## config.mk

```make
export PLATFORM = sky130hd
export DESIGN_NAME = regs_wb_arbiter
export DESIGN_NICKNAME = d
export VERILOG_FILES = /design/src/rtl/regs_wb_pkg.sv /design/src/rtl/rr_arbiter.sv /design/src/rtl/regs_wb_arbiter.sv
export SDC_FILE = /design/constraint.sdc
export NUM_CORES = 1
export LEC_CHECK = 0
export CAP_MARGIN = 20
export CORE_MARGIN = 4
export CORE_UTILIZATION = 25
export DETAILED_ROUTE_END_ITERATION = 16
export GPL_TIMING_DRIVEN = 0
export HOLD_SLACK_MARGIN = 0.05
export PLACE_DENSITY = 0.6
export SYNTH_ARGS = -nofsm -noshare
export SYNTH_HDL_FRONTEND = slang
export SYNTH_SLANG_ARGS = --single-unit
```

## constraint.sdc

```tcl
create_clock -name i_CLK -period 3.52 [get_ports i_CLK]
set_clock_uncertainty 0.2 [all_clocks]
set_input_delay 0.704 -clock i_CLK [delete_from_list [all_inputs] [get_ports i_CLK]]
set_output_delay 0.704 -clock i_CLK [all_outputs]
set_load 0.01 [all_outputs]
```

## src/rtl/regs_wb_pkg.sv

```systemverilog
// Shared types and defaults for the register-file write-back arbiter.
// Used by regs_wb_arbiter and its round-robin arbiter sub-module.
package regs_wb_pkg;

    localparam int N_REQ_DEF = 3;
    localparam int DW_DEF    = 32;
    localparam int AW_DEF    = 5;
    localparam int REG_X0    = 0;

    typedef enum logic {
        ST_IDLE  = 1'b0,
        ST_CLEAR = 1'b1
    } state_t;

    // Round-robin pointer width; never narrower than one bit.
    function automatic int ptr_width(input int n);
        return (n > 1) ? $clog2(n) : 1;
    endfunction

endpackage

```

## src/rtl/rr_arbiter.sv

```systemverilog
// Combinational round-robin arbiter: scans from ptr upward, wrapping,
// and returns the one-hot grant plus the winner index of the first valid requester.
module rr_arbiter
    import regs_wb_pkg::*;
#(
    parameter int N_REQ = N_REQ_DEF,
    parameter int PW    = ptr_width(N_REQ)
) (
    input  logic [N_REQ-1:0] valid,
    input  logic [PW-1:0]    ptr,
    output logic [N_REQ-1:0] grant,
    output logic [PW-1:0]    winner,
    output logic             any_valid
);

    logic [PW-1:0] idx;

    // NOTE: every output gets a default first so no latch is inferred.
    always_comb begin
        grant     = '0;
        winner    = '0;
        any_valid = 1'b0;
        idx       = '0;
        for (int i = 0; i < N_REQ; i++) begin
            idx = PW'((int'(ptr) + i) % N_REQ);
            if (!any_valid && valid[idx]) begin
                grant[idx] = 1'b1;
                winner     = idx;
                any_valid  = 1'b1;
            end
        end
    end

endmodule

```

## src/rtl/regs_wb_arbiter.sv

```systemverilog
// Round-robin arbiter sharing the register-file write port between N_REQ requesters.
// Define REGS_WB_ARBITER_CLEAR_EN to add the x1..x31 zero-fill sweep.
module regs_wb_arbiter
    import regs_wb_pkg::*;
#(
    parameter int N_REQ = N_REQ_DEF,
    parameter int DW    = DW_DEF,
    parameter int AW    = AW_DEF
) (
    input  logic                i_CLK,
    input  logic                i_RST,
    input  logic [N_REQ-1:0]    i_req_valid,
    output logic [N_REQ-1:0]    o_req_ready,
    input  logic [N_REQ*AW-1:0] i_req_sel,
    input  logic [N_REQ*DW-1:0] i_req_data,
    output logic [AW-1:0]       o_reg_w_sel,
    output logic [DW-1:0]       o_reg_w_data,
    output logic [N_REQ-1:0]    o_grant_oh,
    input  logic                i_clr_start,
    output logic                o_clr_busy
);

    localparam int PW = ptr_width(N_REQ);

    logic [PW-1:0]    ptr_q;
    logic [PW-1:0]    ptr_d;
    logic [N_REQ-1:0] arb_grant;
    logic [PW-1:0]    arb_winner;
    logic             arb_any;
    logic             arb_en;
    logic             transfer;
    logic [AW-1:0]    sel_d;
    logic [DW-1:0]    data_d;
    logic [N_REQ-1:0] grant_d;

`ifdef REGS_WB_ARBITER_CLEAR_EN
    localparam logic [AW-1:0] SEL_LAST = '1;

    state_t        state_q;
    state_t        state_d;
    logic [AW-1:0] cnt_q;
    logic [AW-1:0] cnt_d;

    assign arb_en     = (state_q == ST_IDLE);
    assign o_clr_busy = (state_q == ST_CLEAR);
`else
    logic unused_clr_start;

    assign arb_en           = 1'b1;
    assign o_clr_busy       = 1'b0;
    assign unused_clr_start = i_clr_start;
`endif

    rr_arbiter #(
        .N_REQ(N_REQ),
        .PW   (PW)
    ) u_rr_arbiter (
        .valid    (i_req_valid),
        .ptr      (ptr_q),
        .grant    (arb_grant),
        .winner   (arb_winner),
        .any_valid(arb_any)
    );

    // Ready is forced low during reset so nothing is accepted while state is undefined.
    assign transfer    = arb_any && arb_en && !i_RST;
    assign o_req_ready = transfer ? arb_grant : '0;

    always_comb begin
        ptr_d   = ptr_q;
        sel_d   = AW'(REG_X0);
        data_d  = o_reg_w_data;
        grant_d = '0;
        if (transfer) begin
            ptr_d   = (arb_winner == PW'(N_REQ - 1)) ? '0 : arb_winner + 1'b1;
            grant_d = arb_grant;
            for (int k = 0; k < N_REQ; k++) begin
                if (arb_grant[k]) begin
                    sel_d  = i_req_sel[k*AW +: AW];
                    data_d = i_req_data[k*DW +: DW];
                end
            end
        end
`ifdef REGS_WB_ARBITER_CLEAR_EN
        state_d = state_q;
        cnt_d   = cnt_q;
        case (state_q)
            ST_IDLE: begin
                if (i_clr_start) begin
                    state_d = ST_CLEAR;
                    cnt_d   = AW'(1);
                end
            end
            ST_CLEAR: begin
                sel_d  = cnt_q;
                data_d = '0;
                cnt_d  = cnt_q + 1'b1;
                if (cnt_q == SEL_LAST)
                    state_d = ST_IDLE;
            end
            default: state_d = ST_IDLE;
        endcase
`endif
    end

    // NOTE: non-blocking assignments so every flop samples pre-edge values.
    always_ff @(posedge i_CLK or posedge i_RST) begin
        if (i_RST) begin
            ptr_q        <= '0;
            o_reg_w_sel  <= '0;
            o_reg_w_data <= '0;
            o_grant_oh   <= '0;
        end else begin
            ptr_q        <= ptr_d;
            o_reg_w_sel  <= sel_d;
            o_reg_w_data <= data_d;
            o_grant_oh   <= grant_d;
        end
    end

`ifdef REGS_WB_ARBITER_CLEAR_EN
    always_ff @(posedge i_CLK or posedge i_RST) begin
        if (i_RST) begin
            state_q <= ST_IDLE;
            cnt_q   <= '0;
        end else begin
            state_q <= state_d;
            cnt_q   <= cnt_d;
        end
    end
`endif

endmodule

```

==> metrics.md <==
| Metric | Value |
|---|---|
| Hold Vio Cnt, Final | `0` |
| CP startpoint kind | `input pin` |
| Num rows | `44` |
| Worst IR Drop VDD | `0.0003152 V` |
| Worst slew margin | `0.5843` |
| Nets | `700` |
| DR pass1 iterations | `4` |
| Area Overhead vs Synth | `56.39%` |
| H-tree Lvls | `2` |
| Share of layout cells above drive strength 1 | `0.2034` |
| Slowest stage delay, CP | `about 0.47 ns` |
| Register area share after synthesis | `0.2833` |
| Max Freq | `between 200 and 300 MHz` |
| Worst-Skew Late Latency | `0.29 ns` |
| CP most frequent cell | `nor2_2` |
| First-pass GRT wire length | `around 21 mm` |
| Syn_nets | `532` |
| CORE AREA | `14530 um^2` |
| Iteration-0 DRC Markers | `about 170` |
| RSZ-0062 raised after global routing | `yes` |
| Total CTS buffers | `5` |
| Period minus WS final | `3.442 ns` |
| Finish-stage setup viols | `0` |
| Period utilisation layout | `0.9777` |
| Critical path type | `input pin to output pin` |
| Worst-margin pin slew | `0.6223 ns` |
| Initial core utilization | `0.2553` |
| Pwr/cell area | `884.5 nW/um^2` |
| Io pins | `161` |
| Total Wirelength | `13.98 mm` |
| Max-cap violations | `0` |
| Synth warnings | `0` |
| Final Instance Area | `5802 um^2` |
| Power Total | `5.131 mW` |
| Number of antenna violations at the first check in global routing | `0` |
| WP data required | `2.62 ns` |
| TritonCTS clock tree | `built` |
| CTS clk-pin slew, worst paths | `0.07 ns` |
| Crit. End Element | `output pin` |
| GRT Overall Usage | `0.1617` |
| Top FF cell, synth | `dfrtp_1` |
| ANT nets after route | `0` |
| Vias in the first global route | `about 4100` |
| Clock Tree Root | `clkbuf_16` |
| Crit path buffers/inverters | `4` |
| Clock Tree Buf Depth | `2` |
| Yosys cell types | `40` |
| DRC viols | `0` |
| Clock Sinks | `42` |
| Post-synth EDFFs | `0` |
| Final core occ | `0.3992` |
| DR vias/cell | `5.047` |
| GRT Residual Overflow | `0` |
| Die area | `16850 um^2` |
| Delay-heaviest family, CP | `buffers and inverters` |
| Largest net degree at the start of global routing | `28` |
| Cells after synthesis | `roughly 410` |
| Status | `completed` |
| Critical path fanouts, max | `8` |
| Slew Limit Fails | `0` |
| Placed cell count | `between 700 and 800` |
| Final Non-Filler Cells | `~760` |
| Via Count | `3856` |
| # port buffers | `between 150 and 200` |
| Hold Path Class | `register to register` |
| Placer congestion estimate | `0.7729` |
| # diodes | `0` |
| Die Wd | `between 100 and 150 um` |
| Slowest CP cell | `clkdlybuf4s50_1` |
| Asr flop ratio synth | `1.000` |
| Worst-path cell chain | `clkdlybuf4s50_1, mux2i_2, buf_4, a21o_1, buf_6, o211a_1, nor2_2, nor2_2, clkdlybuf4s15_2` |
| Cell Area, Placed | `roughly 5500 um^2` |
| Synth Register Bits | `42` |
| Die height | `129.8 um` |
| Mapped Area | `3710 um^2` |
| Routed wire per std cell | `between 15 and 20 um` |
| Arrival @ worst endpoint | `2.54 ns` |
| Syn_area_per_cell | `9.026 um^2` |
| DP HPWL | `10.53 mm` |
| Leakage | `2.214 nW` |
-- layout by cell type (no fill, tap or decap), types with 2 or more instances in the layout --
cell type and count:
dlygate4sd2_1 2, nor2_1 12, a21oi_4 2, o211ai_1 32
a21o_4 2, buf_4 5, buf_6 4, clkbuf_16 5
nor2b_1 34, clkbuf_1 19, and2_1 32, mux2_4 2
buf_2 12, clkbuf_2 2, a22oi_1 6, inv_1 5
nor2_2 2, o2111ai_1 32, a211oi_1 5, a21o_1 3
buf_12 2, dfrtp_1 41, ha_2 2, o32ai_1 2
o21ai_0 34, clkdlybuf4s50_1 153, mux2_1 3, nand2_1 33
mux2_2 61
-- final cells by class --
class                      instances  area (um^2)
timing repair buffer             163         1640
inverter                           6        22.52
tap                              184        230.2
sequential                        42         1052
buffer                            39        211.5
fill                            1484         8732
multi-input combinational        322         2494
clock inverter                     2        12.51
clock buffer                       6        138.9
-- flip-flops by register name, summed over array words and instances, names as in the netlist --
signal	cells
o_reg_w_data	32
o_reg_w_sel	5
o_grant_oh	3
ptr_q	2
-- report_power, final --
part / switching [mW] / internal, mW
Clock: 0.216 / 0.282
Combinational: 1.88 / 1.90
Sequential: 0.121 / 0.727
Total: 2.22 / 2.91
-- per-stage QoR --
step                      setup TNS [ns]  hold slack, ns  setup slack, ns
after floorplan                        0          0.3001           0.4789
after global placement            -2.653          0.2755          -0.8181
after detailed placement          -3.500          0.2896          -0.8542
after CTS                              0          0.3051         0.003212
after global routing           -0.007218          0.3262        -0.007218
final                                  0          0.2927          0.07848
-- per-layer routing --
layer / GRT usage / up-vias / wire length (um)
li1: - / 1860 / -
met1: 0.1840 / 1880 / 5655
met2: 0.2909 / 103 / 7199
met3: 0.05239 / 13 / 947
met4: 0.04401 / 0 / 178
met5: 0 / - / 0
-- cells by family after synthesis --
logic type | after synthesis | synth area share
compound gates | 131 | 0.2651
fa+ha+maj | 4 | 0.01349
buf+inv | 47 | 0.06172
flops | 42 | 0.2833
mux | 68 | 0.2067
other cells | 1 | 0.001011
simple gates | 118 | 0.1686
-- synthesized netlist by cell type (2+ instances only) --
library cell | number | share of area
o32ai_1 | 2 | 0.0047
dfrtp_1 | 42 | 0.28
mux2_1 | 3 | 0.0091
o2111ai_1 | 32 | 0.076
o21ai_0 | 34 | 0.046
a22oi_1 | 6 | 0.012
a21oi_4 | 2 | 0.0088
clkbuf_1 | 21 | 0.021
buf_6 | 4 | 0.012
nand2_1 | 33 | 0.033
mux2i_1 | 2 | 0.0054
a21o_1 | 5 | 0.010
buf_2 | 15 | 0.020
a211oi_1 | 5 | 0.010
ha_1 | 4 | 0.013
and3b_1 | 2 | 0.0047
o211ai_1 | 32 | 0.065
inv_1 | 6 | 0.0061
nor2b_1 | 35 | 0.059
mux2_2 | 62 | 0.19
and2_1 | 32 | 0.054
nor2_1 | 14 | 0.014
-- final timing paths --
check,from,endpoint,slack (ns),cells after the start
worst max register to register,ptr_q[0],o_reg_w_data[21],0.44,10
worst max-delay path,i_req_valid[0],o_req_ready[1],0.08,9
worst min-delay path,o_reg_w_data[26],o_reg_w_data[26],0.29,1
min in group asynchronous,i_RST,o_reg_w_data[26],0.63,2
max in group asynchronous,i_RST,o_reg_w_data[9],1.99,3
worst min register to register,o_reg_w_data[26],o_reg_w_data[26],0.29,1
-- timing repair --
action	in CTS	in global routing
pin swaps	3	2
setup buffers	4	0
gates resized for setup	22	10
hold endpoints to repair	0	0
hold buffers	0	0
setup endpoints to repair	3	3
Note: power is estimated with default switching activity, not from simulation.
